--- config.mk ---
export PLATFORM = sky130hd
export DESIGN_NAME = uart_mem_loader_flat
export DESIGN_NICKNAME = d
export VERILOG_FILES = /design/src/rtl/uart_mem_loader_pkg.sv /design/src/rtl/uart_mem_loader_if.sv /design/src/rtl/uart_mem_loader_timeout.sv /design/src/rtl/uart_mem_loader.sv /design/src/flat_wrapper.sv
export SDC_FILE = /design/constraint.sdc
export NUM_CORES = 1
export LEC_CHECK = 0
export ABC_AREA = 1
export CORE_MARGIN = 8
export CORE_UTILIZATION = 50
export CTS_CLUSTER_DIAMETER = 30
export DETAILED_ROUTE_END_ITERATION = 10
export PLACE_DENSITY_LB_ADDON = 0.25
export SLEW_MARGIN = 15
export SYNTH_ARGS = -nofsm -noshare
export SYNTH_HDL_FRONTEND = slang
export SYNTH_SLANG_ARGS = --single-unit
--- constraint.sdc ---
create_clock -name clk -period 4.05 [get_ports clk]
set_input_delay 1.215 -clock clk [delete_from_list [all_inputs] [get_ports clk]]
set_output_delay 1.215 -clock clk [all_outputs]
set_load 0.01 [all_outputs]
--- src/rtl/uart_mem_loader_pkg.sv ---
// Shared constants, FSM state type and address helper for the UART memory loader.
package uart_mem_loader_pkg;

    localparam logic [7:0] HDR_BYTE = 8'hA5;
    localparam logic [7:0] ACK_BYTE = 8'h06;
    localparam logic [7:0] NAK_BYTE = 8'h15;

    typedef enum logic [2:0] {
        IDLE = 3'd0,
        LEN0 = 3'd1,
        LEN1 = 3'd2,
        DATA = 3'd3,
        CSUM = 3'd4,
        RESP = 3'd5
    } state_t;

    // Byte address of a word: base plus the zero-extended index times four, no wrap check.
    function automatic logic [31:0] word_addr(input logic [31:0] base, input logic [15:0] idx);
        return base + {14'b0, idx, 2'b00};
    endfunction

endpackage

--- src/rtl/uart_mem_loader_if.sv ---
// UART byte link plus data-memory write port, seen from the loader (master) and its surroundings (slave).
interface uart_mem_loader_if;
    logic [7:0]  rx_byte;
    logic        rx_valid;
    logic        tx_done;
    logic [7:0]  tx_byte;
    logic        tx_valid;
    logic        mem_wr;
    logic [31:0] mem_addr;
    logic [31:0] mem_wr_data;

    modport master (
        input  rx_byte, rx_valid, tx_done,
        output tx_byte, tx_valid, mem_wr, mem_addr, mem_wr_data
    );

    modport slave (
        output rx_byte, rx_valid, tx_done,
        input  tx_byte, tx_valid, mem_wr, mem_addr, mem_wr_data
    );
endinterface

--- src/rtl/uart_mem_loader_timeout.sv ---
// Inter-byte idle counter: cleared by every received byte, saturates at LIMIT and flags expiry while enabled.
module uart_mem_loader_timeout #(
    parameter int unsigned LIMIT = 78130
) (
    input  logic clk,
    input  logic rst,
    input  logic clr,
    input  logic en,
    output logic expire
);
    localparam int W = $clog2(LIMIT + 1);

    logic [W-1:0] count;

    // Idle-cycle counter; clear has priority over counting.
    always_ff @(posedge clk) begin
        // NOTE: non-blocking assignments so every register samples pre-edge values.
        if (!rst || clr) begin
            count <= '0;
        end else if (en && count != W'(LIMIT)) begin
            count <= count + 1'b1;
        end
    end

    assign expire = en && (count == W'(LIMIT));
endmodule

--- src/rtl/uart_mem_loader.sv ---
// Host frame parser: A5 | LEN_LO | LEN_HI | LEN x 4 data bytes | XOR checksum.
// Writes assembled little-endian words to consecutive addresses and answers ACK or NAK.
module uart_mem_loader
    import uart_mem_loader_pkg::*;
#(
    parameter logic [31:0] BASE_ADDR    = 32'h0000_0000,
    parameter int unsigned MAX_WORDS    = 512,
    parameter int unsigned TIMEOUT_CLKS = 78130
) (
    input  logic              clk,
    input  logic              rst,
    uart_mem_loader_if.master bus,
    output logic              cpu_hold,
    output logic              load_done
);
    state_t      state, state_n;
    logic [15:0] len, len_n;
    logic [7:0]  csum, csum_n;
    logic [31:0] word, word_n;
    logic [1:0]  byte_idx, byte_idx_n;
    logic [15:0] word_idx, word_idx_n;
    logic        mem_wr_q, mem_wr_n;
    logic [7:0]  resp_byte, resp_n;
    logic        load_done_q, load_done_n;
    logic [15:0] len_rx;
    logic        timer_en;
    logic        expire;

    assign len_rx   = {bus.rx_byte, len[7:0]};
    assign timer_en = state inside {LEN0, LEN1, DATA, CSUM};

    uart_mem_loader_timeout #(.LIMIT(TIMEOUT_CLKS)) u_timeout (
        .clk    (clk),
        .rst    (rst),
        .clr    (bus.rx_valid),
        .en     (timer_en),
        .expire (expire)
    );

    // State and datapath registers; reset abandons any frame in progress.
    always_ff @(posedge clk) begin
        if (!rst) begin
            state       <= IDLE;
            len         <= '0;
            csum        <= '0;
            word        <= '0;
            byte_idx    <= '0;
            word_idx    <= '0;
            mem_wr_q    <= 1'b0;
            resp_byte   <= '0;
            load_done_q <= 1'b0;
        end else begin
            state       <= state_n;
            len         <= len_n;
            csum        <= csum_n;
            word        <= word_n;
            byte_idx    <= byte_idx_n;
            word_idx    <= word_idx_n;
            mem_wr_q    <= mem_wr_n;
            resp_byte   <= resp_n;
            load_done_q <= load_done_n;
        end
    end

    // Next-state, word assembly, checksum and response selection.
    always_comb begin
        // NOTE: every variable gets a default first so no path infers a latch.
        state_n     = state;
        len_n       = len;
        csum_n      = csum;
        word_n      = word;
        byte_idx_n  = byte_idx;
        word_idx_n  = word_idx;
        mem_wr_n    = 1'b0;
        resp_n      = resp_byte;
        load_done_n = 1'b0;

        // The write strobe cycle has presented this word's address; move to the next one.
        if (mem_wr_q) begin
            word_idx_n = word_idx + 16'd1;
        end

        case (state)
            IDLE: begin
                if (bus.rx_valid && bus.rx_byte == HDR_BYTE) begin
                    state_n = LEN0;
                    csum_n  = '0;
                end
            end
            LEN0: begin
                if (bus.rx_valid) begin
                    len_n[7:0] = bus.rx_byte;
                    csum_n     = csum ^ bus.rx_byte;
                    state_n    = LEN1;
                end else if (expire) begin
                    state_n = RESP;
                    resp_n  = NAK_BYTE;
                end
            end
            LEN1: begin
                if (bus.rx_valid) begin
                    len_n      = len_rx;
                    csum_n     = csum ^ bus.rx_byte;
                    word_idx_n = '0;
                    byte_idx_n = '0;
                    if (len_rx == '0 || len_rx > 16'(MAX_WORDS)) begin
                        state_n = RESP;
                        resp_n  = NAK_BYTE;
                    end else begin
                        state_n = DATA;
                    end
                end else if (expire) begin
                    state_n = RESP;
                    resp_n  = NAK_BYTE;
                end
            end
            DATA: begin
                if (bus.rx_valid) begin
                    word_n[{byte_idx, 3'b000} +: 8] = bus.rx_byte;
                    csum_n     = csum ^ bus.rx_byte;
                    byte_idx_n = byte_idx + 2'd1;
                    if (byte_idx == 2'd3) begin
                        mem_wr_n = 1'b1;
                        if (word_idx == len - 16'd1) begin
                            state_n = CSUM;
                        end
                    end
                end else if (expire) begin
                    state_n = RESP;
                    resp_n  = NAK_BYTE;
                end
            end
            CSUM: begin
                if (bus.rx_valid) begin
                    state_n = RESP;
                    if (csum == bus.rx_byte) begin
                        resp_n      = ACK_BYTE;
                        load_done_n = 1'b1;
                    end else begin
                        resp_n = NAK_BYTE;
                    end
                end else if (expire) begin
                    state_n = RESP;
                    resp_n  = NAK_BYTE;
                end
            end
            RESP: begin
                if (bus.tx_done) begin
                    state_n = IDLE;
                end
            end
            default: state_n = IDLE;
        endcase
    end

    assign bus.tx_byte     = resp_byte;
    assign bus.tx_valid    = (state == RESP);
    assign bus.mem_wr      = mem_wr_q;
    assign bus.mem_addr    = word_addr(BASE_ADDR, word_idx);
    assign bus.mem_wr_data = word;
    assign cpu_hold        = (state != IDLE);
    assign load_done       = load_done_q;
endmodule

--- src/flat_wrapper.sv ---
// flat-port wrapper written by rule: the top's interface ports become plain ports
module uart_mem_loader_flat import uart_mem_loader_pkg::*;
#(
    parameter logic [31:0] BASE_ADDR    = 32'h0000_0000,
    parameter int unsigned MAX_WORDS    = 512,
    parameter int unsigned TIMEOUT_CLKS = 78130
)
  (clk, rst, cpu_hold, load_done, bus_rx_byte, bus_rx_valid, bus_tx_done, bus_tx_byte, bus_tx_valid, bus_mem_wr, bus_mem_addr, bus_mem_wr_data);
  uart_mem_loader_if bus_i ();
  input  logic clk;
  input  logic rst;
  output logic cpu_hold;
  output logic load_done;
  input wire logic [$bits(bus_i.rx_byte)-1:0] bus_rx_byte;
  input wire logic [$bits(bus_i.rx_valid)-1:0] bus_rx_valid;
  input wire logic [$bits(bus_i.tx_done)-1:0] bus_tx_done;
  output wire logic [$bits(bus_i.tx_byte)-1:0] bus_tx_byte;
  output wire logic [$bits(bus_i.tx_valid)-1:0] bus_tx_valid;
  output wire logic [$bits(bus_i.mem_wr)-1:0] bus_mem_wr;
  output wire logic [$bits(bus_i.mem_addr)-1:0] bus_mem_addr;
  output wire logic [$bits(bus_i.mem_wr_data)-1:0] bus_mem_wr_data;
  assign bus_i.rx_byte = bus_rx_byte;
  assign bus_i.rx_valid = bus_rx_valid;
  assign bus_i.tx_done = bus_tx_done;
  assign bus_tx_byte = bus_i.tx_byte;
  assign bus_tx_valid = bus_i.tx_valid;
  assign bus_mem_wr = bus_i.mem_wr;
  assign bus_mem_addr = bus_i.mem_addr;
  assign bus_mem_wr_data = bus_i.mem_wr_data;
  uart_mem_loader #(.BASE_ADDR(BASE_ADDR), .MAX_WORDS(MAX_WORDS), .TIMEOUT_CLKS(TIMEOUT_CLKS)) u_core (.clk(clk), .rst(rst), .bus(bus_i), .cpu_hold(cpu_hold), .load_done(load_done));
endmodule
==> key figures, run 1 <==
STA
  • Hold Violations, Final: 0
  • Fmax: 318 MHz
  • Worst Max-Slew Pin Slew: 0.835 ns
  • Slew Limit Fails: 0
  • # setup viols final: 0
  • Tcrit/Tclk final: 77.7%
  • Clock Skews: 0.0126 ns
  • Total negative setup slack: 0 ns
  • Headroom to the max-slew limit: 43.9%
  • Unrepaired setup endpoints after global routing: false
  • Final min period: 3.15 ns

Worst setup path
  • RR Startpoint: u_core.byte_idx[0]
  • Critical path type: reg2out
  • R2R Setup Slk: 1.28 ns
  • Type of origin of the critical path: flop
  • CP max-delay cell: clkdlybuf4s50_1
  • Critical Path Start: u_core.state[2]
  • Worst R2R End: u_core.bus.mem_wr_data[16]
  • Kind of end point of the critical path: primary output
  • CP max stage delay: 0.60 ns
  • Worst-path cell chain: inv_1, nor3_1, clkdlybuf4s50_1
  • Worst setup endpoint: bus_tx_valid
  • Path depth of the worst reg2reg path: 6
  • Worst Path Required: 2.83 ns
  • Critical path arrival: 1.93 ns
  • Worst-path maximum fanout: 6

Die
  • Die Ht: 121 um
  • Die area: 14,700 sq um
  • Row cnt: 38
  • Initial Util: 51.1%
  • Core Region: 10,800 sq um
  • Die Width: 121 um
  • Top Ports: 88

Yosys
  • Synth top area share: 37.6%
  • Dominant register cell in the synthesized netlist: dfxtp_1
  • Mapped cell area: 5540 sq um
  • Fraction of registers with async set/reset: 0%
  • Largest area contributor in the netlist: dfxtp_1
  • Ys Warns: 0
  • Synthesized area per cell: 7.42 sq um
  • Area contributors post-synth: dfxtp_1 38%, nand2_1 7.4%, nor2_1 5.8%
  • Sequential area share after synthesis: 37.6%
  • Cells after synthesis: 747
  • Unique masters post-synth: 46
  • EDFF count, synth: 0
  • Synthesized flop and latch total: 104

Layout
  • Nets: 834
  • Filler Cell Count: 1,066
  • Post-route cell area: 6460 sq um
  • Post-route insts no fill: 955
  • Synth-to-Final Area Change: 16.5%
  • Antenna fix cells: 0
  • Fraction of layout cells with a size suffix above 1: 8.83%

Clock tree
  • Bufs on Longest Clock Path: 2
  • Hold_buf cts: 0
  • Num CTS Buffers: 9
  • Setup bufs post-CTS: 0
  • Root Buffer: clkbuf_8
  • Clock Latency Late Sink: 0.37 ns
  • Sink Count: 104
  • Clock Pin Slew Worst Setup and Hold Paths: 0.10 ns
  • CTS resizes: 0
  • TritonCTS clock tree: done
  • Depth of the CTS H-tree: 3

Place
  • Placed cell area: 6280 sq um
  • Routability cong.: 0.866
  • Placed Cells: 940
  • I/O Buffers: 71
  • Post-DP HPWL: 10,400 um

Power
  • PD cells: 435 nW/um^2
  • Sw Share: 38.0%
  • Int Power: 1.74 mW
  • Gate power share: 35.6%
  • Leak: 2.72 nW
  • Clock power frac: 22.6%
  • Worst vdd ir: 0.000296 V
  • Part of the power in registers: 41.8%
  • Design Power: 2.81 mW
  • Switching pwr: 1.07 mW

Drt
  • Initial DRC count: 355
  • Post-route ant nets: 0
  • WL/cell: 14.5 um
  • Via Count: 4,989
  • Vias per cell: 5.22
  • Remaining DRCs: 0
  • Total wire length: 13,900 um
  • Drt pass-1 iters: 5

Outcome
  • Status: finished clean

Worst hold path
  • Worst hold path class: reg2reg

Global route
  • Vias in the first global route: 4,749
  • Initial antenna violation count: 0
  • Total grt overflow: 0
  • First-pass GRT wire length: 22,900 um
  • Overall Global Routing Usage: 19.1%
  • Largest net degree at the start of global routing: 51

Flow run
  • Max Cap Viol: 0
flip-flops by register name, summed over array words and instances, names as in the netlist:
register,flops
u_core.bus.mem_wr,1
u_core.bus.mem_wr_data,32
u_core.bus.tx_byte,8
u_core.byte_idx,2
u_core.csum,8
u_core.len,16
u_core.load_done,1
u_core.state,3
u_core.u_timeout.count,17
u_core.word_idx,16
layout by cell type, fill, tap and decap left out, types with 7 or more instances in the layout:
cell type	instances
nor3_1	24
nand4_1	13
a31oi_1	7
nand2_1	110
nor2_2	8
clkbuf_8	9
nor2_1	86
clkdlybuf4s50_1	71
o21ai_0	62
a21oi_1	63
conb_1	16
dfxtp_1	104
inv_1	74
xor2_1	15
inv_2	12
ha_1	11
xnor2_1	18
nand3_1	39
cell usage after synthesis (all sizes together), types with 2 or more instances:
library cell    n
nor2          101
o21ai          62
nand4          15
o21bai          3
a211oi          6
xnor2          18
nand3          45
nor3           26
o211a           6
a21oi          64
or2             2
xor2           15
buf            30
a31oi           7
inv            87
dfxtp         104
nand3b          3
nor3b           7
clkbuf          8
nand2         121
ha             11
cell families (layout without fill, tap and decap cells):
logic type,count (synthesis),count (layout),share of synthesized area (%)
xor+xnor,33,33,5.21
fa+ha+maj,11,11,2.48
simple gates,323,323,29.4
flops,104,104,37.6
compound gates,150,150,15.0
buf+inv,125,178,10.4
other cells,1,16,0.0676
critical path, delay by kind of cell (launching register included):
family / cells / cell delay, ns
buffers and inverters: 2 / 0.74
flip-flops: 1 / 0.50
AND/OR/NAND/NOR: 1 / 0.31
worst min path at each step:
stage | from | end | slack [ns] | cells past startpoint
finish | u_core.bus.tx_byte[2] | u_core.bus.tx_byte[2] | 0.46 | 2
global route | u_core.bus.tx_byte[2] | u_core.bus.tx_byte[2] | 0.48 | 2
CTS | u_core.bus.tx_byte[2] | u_core.bus.tx_byte[2] | 0.46 | 2
detailed placement | u_core.bus.tx_byte[2] | u_core.bus.tx_byte[2] | 0.45 | 2
global placement | u_core.bus.tx_byte[4] | u_core.bus.tx_byte[4] | 0.44 | 2
floorplan | u_core.u_timeout.count[5] | u_core.u_timeout.count[5] | 0.43 | 2
metal layers:
metal | vias to the layer above | wire, um | GRT usage [%]
met5 | - | 0 | 0
met4 | 0 | 203 | 7.25
met3 | 15 | 858 | 3.54
met2 | 120 | 6470 | 31.5
met1 | 2307 | 6360 | 24.2
li1 | 2547 | - | -
power groups by stage:
stage / registers [mW] / clock network (mW) / logic [mW]
floorplan: 1.18 / 0 / 0.805
global placement: 1.20 / 0 / 0.979
detailed placement: 1.20 / 0 / 1.00
CTS: 1.17 / 0.654 / 1.01
global route: 1.18 / 0.699 / 1.15
finish: 1.17 / 0.635 / 1.00
layout make-up:
type	count	area (sq um)	area share [%]
multi-input cells	533	2940	45.6
clock inverters	3	43.8	0.678
repair buffers	76	748	11.6
clock buffers	12	135	2.09
inverters	87	329	5.10
flip-flops and latches	104	2080	32.2
well taps	140	175	2.71
through the flow:
stage,setup WS (ns),utilization (%),hold slack (ns)
after global routing,0.765,59.6,0.479
after detailed placement,0.800,57.9,0.447
after CTS,0.833,59.6,0.463
after global placement,0.931,57.9,0.441
after floorplan,1.62,-,0.434
final,0.903,59.6,0.461
No activity file was read; power rests on OpenSTA's default activity.
==> run 2: changes to the inputs <==
==> constraint.sdc (replaced) <==
create_clock -name clk -period 2.9 [get_ports clk]
set_input_delay 0.87 -clock clk [delete_from_list [all_inputs] [get_ports clk]]
set_output_delay 0.87 -clock clk [all_outputs]
set_load 0.01 [all_outputs]
==> run 2 against run 1 <==
Highest routed layer unchanged. Combinational power up 43%. Largest cell class unchanged. Count of clock-buffer cells in the layout down 1. Die area did not move. Flip-flop and latch count stayed put.
==> key figures, run 2 (synthesis gave the netlist of run 1 again) <==
Global route
  • Overall Global Routing Usage: 19.4%
  • Initial antenna violation count: 0
  • Largest net degree at the start of global routing: 33
  • Vias in the first global route: 4,973
  • First-pass GRT wire length: 23,400 um
  • Total grt overflow: 0

Worst setup path
  • Worst R2R End: u_core.state[2]
  • Worst-path maximum fanout: 6
  • RR Startpoint: u_core.len[0]
  • Type of origin of the critical path: flop
  • R2R Setup Slk: 0.83 ns
  • Worst-path cell chain: inv_1, nor3_1, clkdlybuf4s50_1
  • CP max-delay cell: clkdlybuf4s50_1
  • CP max stage delay: 0.60 ns
  • Kind of end point of the critical path: primary output
  • Worst Path Required: 2.03 ns
  • Critical path arrival: 1.94 ns
  • Kind of cell adding the most delay to the critical path: buffers and inverters
  • Critical path type: reg2out
  • CP Buf/Inv Count: 2
  • Path depth of the worst reg2reg path: 13

Place
  • Routability cong.: 0.937
  • I/O Buffers: 71
  • Post-DP HPWL: 10,500 um

Clock tree
  • Hold_buf cts: 0
  • Setup bufs post-CTS: 0
  • Root Buffer: clkbuf_8
  • TritonCTS clock tree: done
  • Sink Count: 104
  • Num CTS Buffers: 9
  • Bufs on Longest Clock Path: 2
  • Clock Pin Slew Worst Setup and Hold Paths: 0.09 ns
  • Depth of the CTS H-tree: 3
  • Clock Latency Late Sink: 0.39 ns
  • CTS resizes: 0

STA
  • # setup viols final: 0
  • Worst Max-Slew Pin Slew: 0.508 ns
  • Hold Violations, Final: 0
  • Unrepaired setup endpoints after global routing: false
  • Slew Limit Fails: 0
  • Total negative setup slack: 0 ns
  • Final min period: 2.81 ns
  • Clock Skews: 0.0170 ns
  • Fmax: 356 MHz
  • Headroom to the max-slew limit: 65.9%
  • Tcrit/Tclk final: 96.8%
  • Worst hold slack: 0.465 ns

Die
  • Die Width: 121 um
  • Initial Util: 51.1%
  • Row cnt: 38
  • Core Region: 10,800 sq um
  • Top Ports: 88
  • Die Ht: 121 um
  • Die area: 14,700 sq um

Drt
  • Vias per cell: 5.28
  • Initial DRC count: 337
  • WL/cell: 14.5 um
  • Drt pass-1 iters: 4
  • Total wire length: 14,000 um
  • Via Count: 5,110
  • Remaining DRCs: 0
  • Post-route ant nets: 0

Layout
  • Fraction of layout cells with a size suffix above 1: 10.4%
  • Filler Cell Count: 1,021
  • Nets: 846
  • Sequential cell area: 2080 sq um
  • Max FFs per register: 32
  • Commonest cells after routing, fill and taps aside: 110 x nand2_1, 104 x dfxtp_1, 86 x nor2_1
  • Antenna fix cells: 0
  • Commonest non-fill, non-tap cell in the layout: nand2_1
  • Synth-to-Final Area Change: 18.4%
  • Multi-input gate area: 2940 sq um

Power
  • Worst vdd ir: 0.000516 V
  • Part of the power in registers: 40.9%
  • Design Power: 4.01 mW
  • Clock power frac: 23.4%
  • Switching pwr: 1.54 mW
  • Sw Share: 38.3%
  • Leak: 2.78 nW
  • Int Power: 2.47 mW
  • PD cells: 611 nW/um^2
  • Gate power share: 35.7%

Worst hold path
  • Worst hold path class: reg2reg
  • Hold Path Stages: 2
  • Hold endpoint: u_core.bus.tx_byte[0]
  • HP Start: u_core.bus.tx_byte[0]

Flow run
  • Max Cap Viol: 0

Outcome
  • Status: finished clean
==> run 2: worst min-delay path: stages, from the launching register on <==
cell	delay, ns
dfxtp_1	0.33
inv_1	0.05
a21oi_1	0.05
==> run 2: final cells by class <==
cell class	count	area share (%)
well taps	140	2.67
flip-flops and latches	104	31.7
multi-input cells	533	44.9
inverters	87	5.01
clock inverters	4	0.820
repair buffers	88	12.8
clock buffers	11	2.15
==> run 2: power groups by stage <==
stage          clock network [mW]  logic, mW  registers, mW
3_5_place_dp                    0       1.42           1.67
4_1_cts                     0.946       1.43           1.64
6_report                    0.938       1.43           1.64
3_3_place_gp                    0       1.37           1.66
2_1_floorplan                   0       1.12           1.65
5_1_grt                      1.01       1.64           1.65
==> run 2: worst max path at each step <==
stage	startpoint	end	slack, ns	depth (start not counted)
finish	u_core.state[2]	bus_tx_valid	0.09	3
global placement	bus_rx_byte[0]	u_core.bus.tx_byte[3]	0.29	12
CTS	u_core.state[2]	bus_tx_valid	0.06	3
global route	u_core.state[2]	bus_tx_valid	0.01	3
detailed placement	bus_rx_valid	u_core.bus.mem_wr_data[31]	0.27	9
floorplan	bus_rx_byte[2]	u_core.bus.tx_byte[3]	0.82	11
==> run 2: stage by stage <==
step	setup WS (ns)	utilization, %	cells	cell area [sq um]
floorplan	0.820	-	762	5600
global placement	0.288	58.7	952	6370
detailed placement	0.270	58.7	952	6370
CTS	0.0568	60.5	967	6560
global route	0.0128	60.5	967	6560
finish	0.0925	60.5	967	6560
==> run 2: per-layer routing <==
| layer | vias up | track usage (%) | wire, um |
|---|---|---|---|
| li1 | 2568 | - | - |
| met1 | 2360 | 23.9 | 6130 |
| met2 | 156 | 31.6 | 6570 |
| met3 | 26 | 4.79 | 1010 |
| met4 | 0 | 8.33 | 287 |
| met5 | - | 0 | 0 |
==> patch 1: new RTL, settings of run 2 <==
Register the output `load_done` once more; this adds one clock of latency there. The other outputs are not delayed to match.
--- a/src/rtl/uart_mem_loader.sv
+++ b/src/rtl/uart_mem_loader.sv
@@ -161,3 +161,5 @@
     assign cpu_hold        = (state != IDLE);
-    assign load_done       = load_done_q;
+    always_ff @(posedge clk) begin
+        load_done <= load_done_q;
+    end
 endmodule
Formal check against the unedited RTL: no difference found for any inputs over 4 cycles, from zero or initial values and one cycle with rst low; that may be too few to reach the edited logic, so the function may still have changed.
==> patch 1 against run 2 <==
- area after synthesis up 0.47%
- worst setup slack gained 56 ps
- total power grew 4.9%
- sequential cell count rose by 1
- routed wire length increased by 3.4%
- critical path depth stayed put
- final area is 1.7% higher
- via count is 4.0% higher
- synthesized cell count is 5.4% higher
==> patch 1: results <==
power:
  clock_power_share: 0.241
  pg_comb_mw: 1.53
  power.leakage_nw: 2.82
  max-vdd-ir-drop_mv: 0.383
  switching_share: 0.379
  p_per_area_nw_per_um2: 630
route:
  drcViolationCount: 0
  via_per_inst: 5.25
  drt_iter0_drc: 343
  avgRoutedWirePerCell_um: 14.3
  first_pass_iters: 5
timing:
  finClkSkew_ps: 13.9
  worst_pin_slew_ps: 531
  hold_ws_ps: 350
place:
  place_hpwl_mm: 11.0
  gp_congestion: 0.964
  place_area_sq_um: 6450
  pre_cts_ws_ps: 203
run_status:
  status: "complete, no violations"
setup_path:
  cp_data_arrival_time_ps: 1880
  r2r-end: "u_core.bus.mem_wr_data[21]"
  critPathMaxFanout: 5
  crit_family: "buffers and inverters"
  rr_worst_depth: 10
  rrSetupSlack_ps: 660
  max_stage_delay_ps: 590
  r2r_start: "u_core.byte_idx[0]"
min_path:
  min_path_cells: 0
  hold_end: "u_core.load_done"
  hold_path.startpoint: "u_core.load_done_q"
  min_path_type: "flop to flop"
global_routing:
  grt_pass1_wl_mm: 24.1
  grt_max_degree: 42
  grt_pass1_vias: 5134
  grt_usage: 0.199
synth:
  synth.distinct_cells: 42
  synth_compound_area_frac: 0.130
  synth_mux_area_frac: 0
  synth_area_leaders: "dfxtp_1 38%, nand2_1 11%, a21oi_1 6.7%"
  synth_commonest_cells: "166 x nand2_1, 105 x dfxtp_1, 86 x inv_1"
  synth_xor_area_frac: 0.0622
  synthesis.instances: 787
  yosysWarnings: 0
  synth_fa_ha_area_frac: 0.0247
  ys_seq_area_frac: 0.377
finish:
  final_nets: 891
  layout.cells.non_filler: 1013
  drive_gt1_frac: 0.0767
  largest_register_ffs: 32
cts:
  numCtsBuffers: 9
  htreeDepth: 3
patch 1: worst max-delay path by stage:
stage / cells past startpoint / start / slack (ps) / to
final: 3 / u_core.state[2] / 150 / bus_tx_valid
after global routing: 3 / u_core.state[2] / 70 / bus_tx_valid
after CTS: 3 / u_core.state[2] / 20 / bus_tx_valid
after detailed placement: 9 / bus_rx_byte[0] / 200 / u_core.csum[7]
after global placement: 9 / bus_rx_valid / 220 / u_core.bus.mem_wr_data[8]
after floorplan: 9 / u_core.byte_idx[0] / 770 / u_core.bus.mem_wr_data[24]
patch 1: layout make-up:
type	instances	area (sq um)
clock buffer	11	141
clock inverter	5	78.8
fill	1010	4170
inverter	92	345
multi-input combinational	568	2960
sequential	105	2100
tap	140	175
timing repair buffer	92	868
patch 1: what timing repair did:
| action | CTS | global route |
|---|---|---|
| setup endpoints to repair | 0 | 1 |
| gates resized for setup | 0 | 1 |
| setup buffers | 0 | 0 |
patch 1: metal layers:
layer / GRT usage / vias up / wire length, um
met5: 0 / - / 0
met1: 0.239 / 2438 / 6220
met4: 0.0771 / 0 / 216
li1: - / 2681 / -
met2: 0.338 / 174 / 7020
met3: 0.0463 / 23 / 1020
patch 1: kinds of logic (layout without fill, tap and decap cells):
| family | Yosys count | count (layout) |
|---|---|---|
| DFF | 105 | 105 |
| AOI/OAI and AO/OA | 134 | 134 |
| adders and majority gates | 11 | 11 |
| and+or+nand+nor | 369 | 369 |
| buffers and inverters | 129 | 200 |
| other | 1 | 16 |
| xor gates and xnor gates | 38 | 38 |
patch 1: worst register-to-register path, cell delays in order (launching register included):
cell	delay (ps)
dfxtp_1	330
buf_4	180
inv_1	270
ha_1	430
inv_1	70
nor2_1	110
buf_4	180
inv_1	50
nor2_1	310
nand3_1	130
a21oi_1	130
==> patch 2: new RTL, config.mk and constraints of run 2 <==
Without the edit above. `TIMEOUT_CLKS` is set to 78130 in 2 places; all go to 39065.
--- a/src/rtl/uart_mem_loader.sv
+++ b/src/rtl/uart_mem_loader.sv
@@ -7,3 +7,3 @@
     parameter int unsigned MAX_WORDS    = 512,
-    parameter int unsigned TIMEOUT_CLKS = 78130
+    parameter int unsigned TIMEOUT_CLKS = 39065
 ) (
--- a/src/flat_wrapper.sv
+++ b/src/flat_wrapper.sv
@@ -5,3 +5,3 @@
     parameter int unsigned MAX_WORDS    = 512,
-    parameter int unsigned TIMEOUT_CLKS = 78130
+    parameter int unsigned TIMEOUT_CLKS = 39065
 )
Behaviour: same outputs for any inputs over 4 cycles, from zero or initial values and one cycle with rst low; that may be too few to reach the edited logic, so the function may still have changed.
==> patch 2 against run 2 <==
- sequential share of layout area up 0.32 points
- routed wire length down 6.7%
- area after synthesis down 2.0%
- worst hold slack worse by 5.3 ps
- final cell count up 1.2%
- total power down 15%
- sequential cell count down 1
- final area down 1.9%
- core utilization down 0.65 points
- worst setup slack better by 190 ps
- non-clock buffer count down 11
- via count down 1.5%
- critical endpoint is now cpu_hold
- largest power group unchanged
- highest routed layer unchanged
==> patch 2: results <==
synth:
  synth_area_leaders: "dfxtp_1 38%, nand2_1 10%, nor2_1 6.4%"
  synth_xor_area_frac: 0.0580
  yosysWarnings: 0
  synth_fa_ha_area_frac: 0.0253
  synthesis.instances: 763
  synth_compound_area_frac: 0.120
  ys_seq_area_frac: 0.379
  synth.distinct_cells: 43
  synth_commonest_cells: "152 x nand2_1, 103 x dfxtp_1, 92 x nor2_1"
  synth_mux_area_frac: 0
  async_reset_ff_frac: 0
global_routing:
  grt_pass1_wl_mm: 22.0
  grt_pass1_vias: 4790
  antenna_found_initial: 0
  grt_usage: 0.181
  grt_max_degree: 38
cts:
  cts_setup_buffers: 0
  cts-resized-gates: 0
  clockBufferDepth: 2
  cts.reportedPaths.clkPinSlew_ps: 100
  ctsRootBufferMaster: "clkbuf_8"
  htreeDepth: 3
  numCtsBuffers: 9
  worstSkewPairLatency_ps: 370
finish:
  largest_register_ffs: 32
  layout.cells.non_filler: 979
  drive_gt1_frac: 0.0894
  final_nets: 857
  fill_cells: 1028
  n_antenna_cell: 0
place:
  place_area_sq_um: 6230
  place_hpwl_mm: 9.85
  io_buffers: 71
  dp_cells: 963
  gp_congestion: 0.913
setup_path:
  max_stage_delay_ps: 500
  crit_slowest_cell: "clkdlybuf4s50_1"
  crit_family: "buffers and inverters"
  rrSetupSlack_ps: 900
  critPathMaxFanout: 3
  cp_data_arrival_time_ps: 1740
route:
  via_per_inst: 5.14
  first_pass_iters: 6
  drt_iter0_drc: 310
  avgRoutedWirePerCell_um: 13.3
run_status:
  status: "complete, no violations"
power:
  max-vdd-ir-drop_mv: 0.256
  power.leakage_nw: 2.60
timing:
  hold_ws_ps: 460
  finClkSkew_ps: 13.0
min_path:
  min_path_type: "flop to flop"
-- patch 2: cell types whose count changed in the layout (fill, tap and decap cells not counted), sizes merged, moves of 4 or more --
| cell | before | now |
|---|---|---|
| nor3 | 26 | 22 |
| nand3 | 45 | 60 |
| xor2 | 15 | 23 |
| xnor2 | 18 | 13 |
| clkinv | 0 | 6 |
| nand2 | 121 | 160 |
| nand4 | 15 | 9 |
| nor3b | 7 | 3 |
| o21ai | 62 | 39 |
| buf | 17 | 6 |
| a211oi | 6 | 1 |
| nor2 | 101 | 107 |
| a31oi | 7 | 2 |
-- patch 2: metal layers --
layer | vias up | routed length (um) | global-route usage
met5 | - | 0 | 0
met3 | 15 | 882 | 0.0415
li1 | 2562 | - | -
met2 | 138 | 6240 | 0.306
met4 | 0 | 178 | 0.0710
met1 | 2320 | 5760 | 0.219
-- patch 2: cells by family (layout without fill, tap and decap cells) --
| kind of cell | after synthesis | after routing |
|---|---|---|
| other cells | 1 | 16 |
| fa+ha+maj | 11 | 11 |
| compound gates | 119 | 119 |
| xor+xnor | 36 | 36 |
| buf+inv | 123 | 184 |
| simple gates | 370 | 370 |
| flops | 103 | 103 |
-- patch 2: metrics by stage --
stage,setup WS (ps),utilization
floorplan,940,-
global placement,311,0.580
detailed placement,283,0.580
CTS,284,0.599
global route,188,0.599
finish,286,0.599
-- patch 2: final timing paths --
check	from	to	depth (start not counted)
worst max-delay path	u_core.state[0]	cpu_hold	5
worst max register to register	u_core.len[0]	u_core.state[0]	15
worst min-delay path	u_core.bus.tx_byte[4]	u_core.bus.tx_byte[4]	2
worst min register to register	u_core.bus.tx_byte[4]	u_core.bus.tx_byte[4]	2
-- patch 2: worst min-delay path, delay by kind of cell, from the launching register on --
kind            cells  cell delay (ps)
compound gates      1               50
flops               1              320
buf+inv             1               50
-- patch 2: power breakdown --
part,switching (mW),internal [mW],total (mW),leakage (nW)
Combinational,0.610,0.334,0.945,1.66
Sequential,0.0623,1.47,1.54,0.831
Clock,0.529,0.415,0.945,0.103
Total,1.20,2.22,3.43,2.60
-- patch 2: area by class of cell --
| type | instances | area (sq um) | share of cell area |
|---|---|---|---|
| well taps | 140 | 175 | 0.0272 |
| clock inverters | 6 | 76.3 | 0.0119 |
| clock buffers | 10 | 128 | 0.0198 |
| flip-flops and latches | 103 | 2060 | 0.320 |
| inverters | 91 | 348 | 0.0540 |
| multi-input cells | 552 | 2890 | 0.449 |
| repair buffers | 77 | 756 | 0.117 |
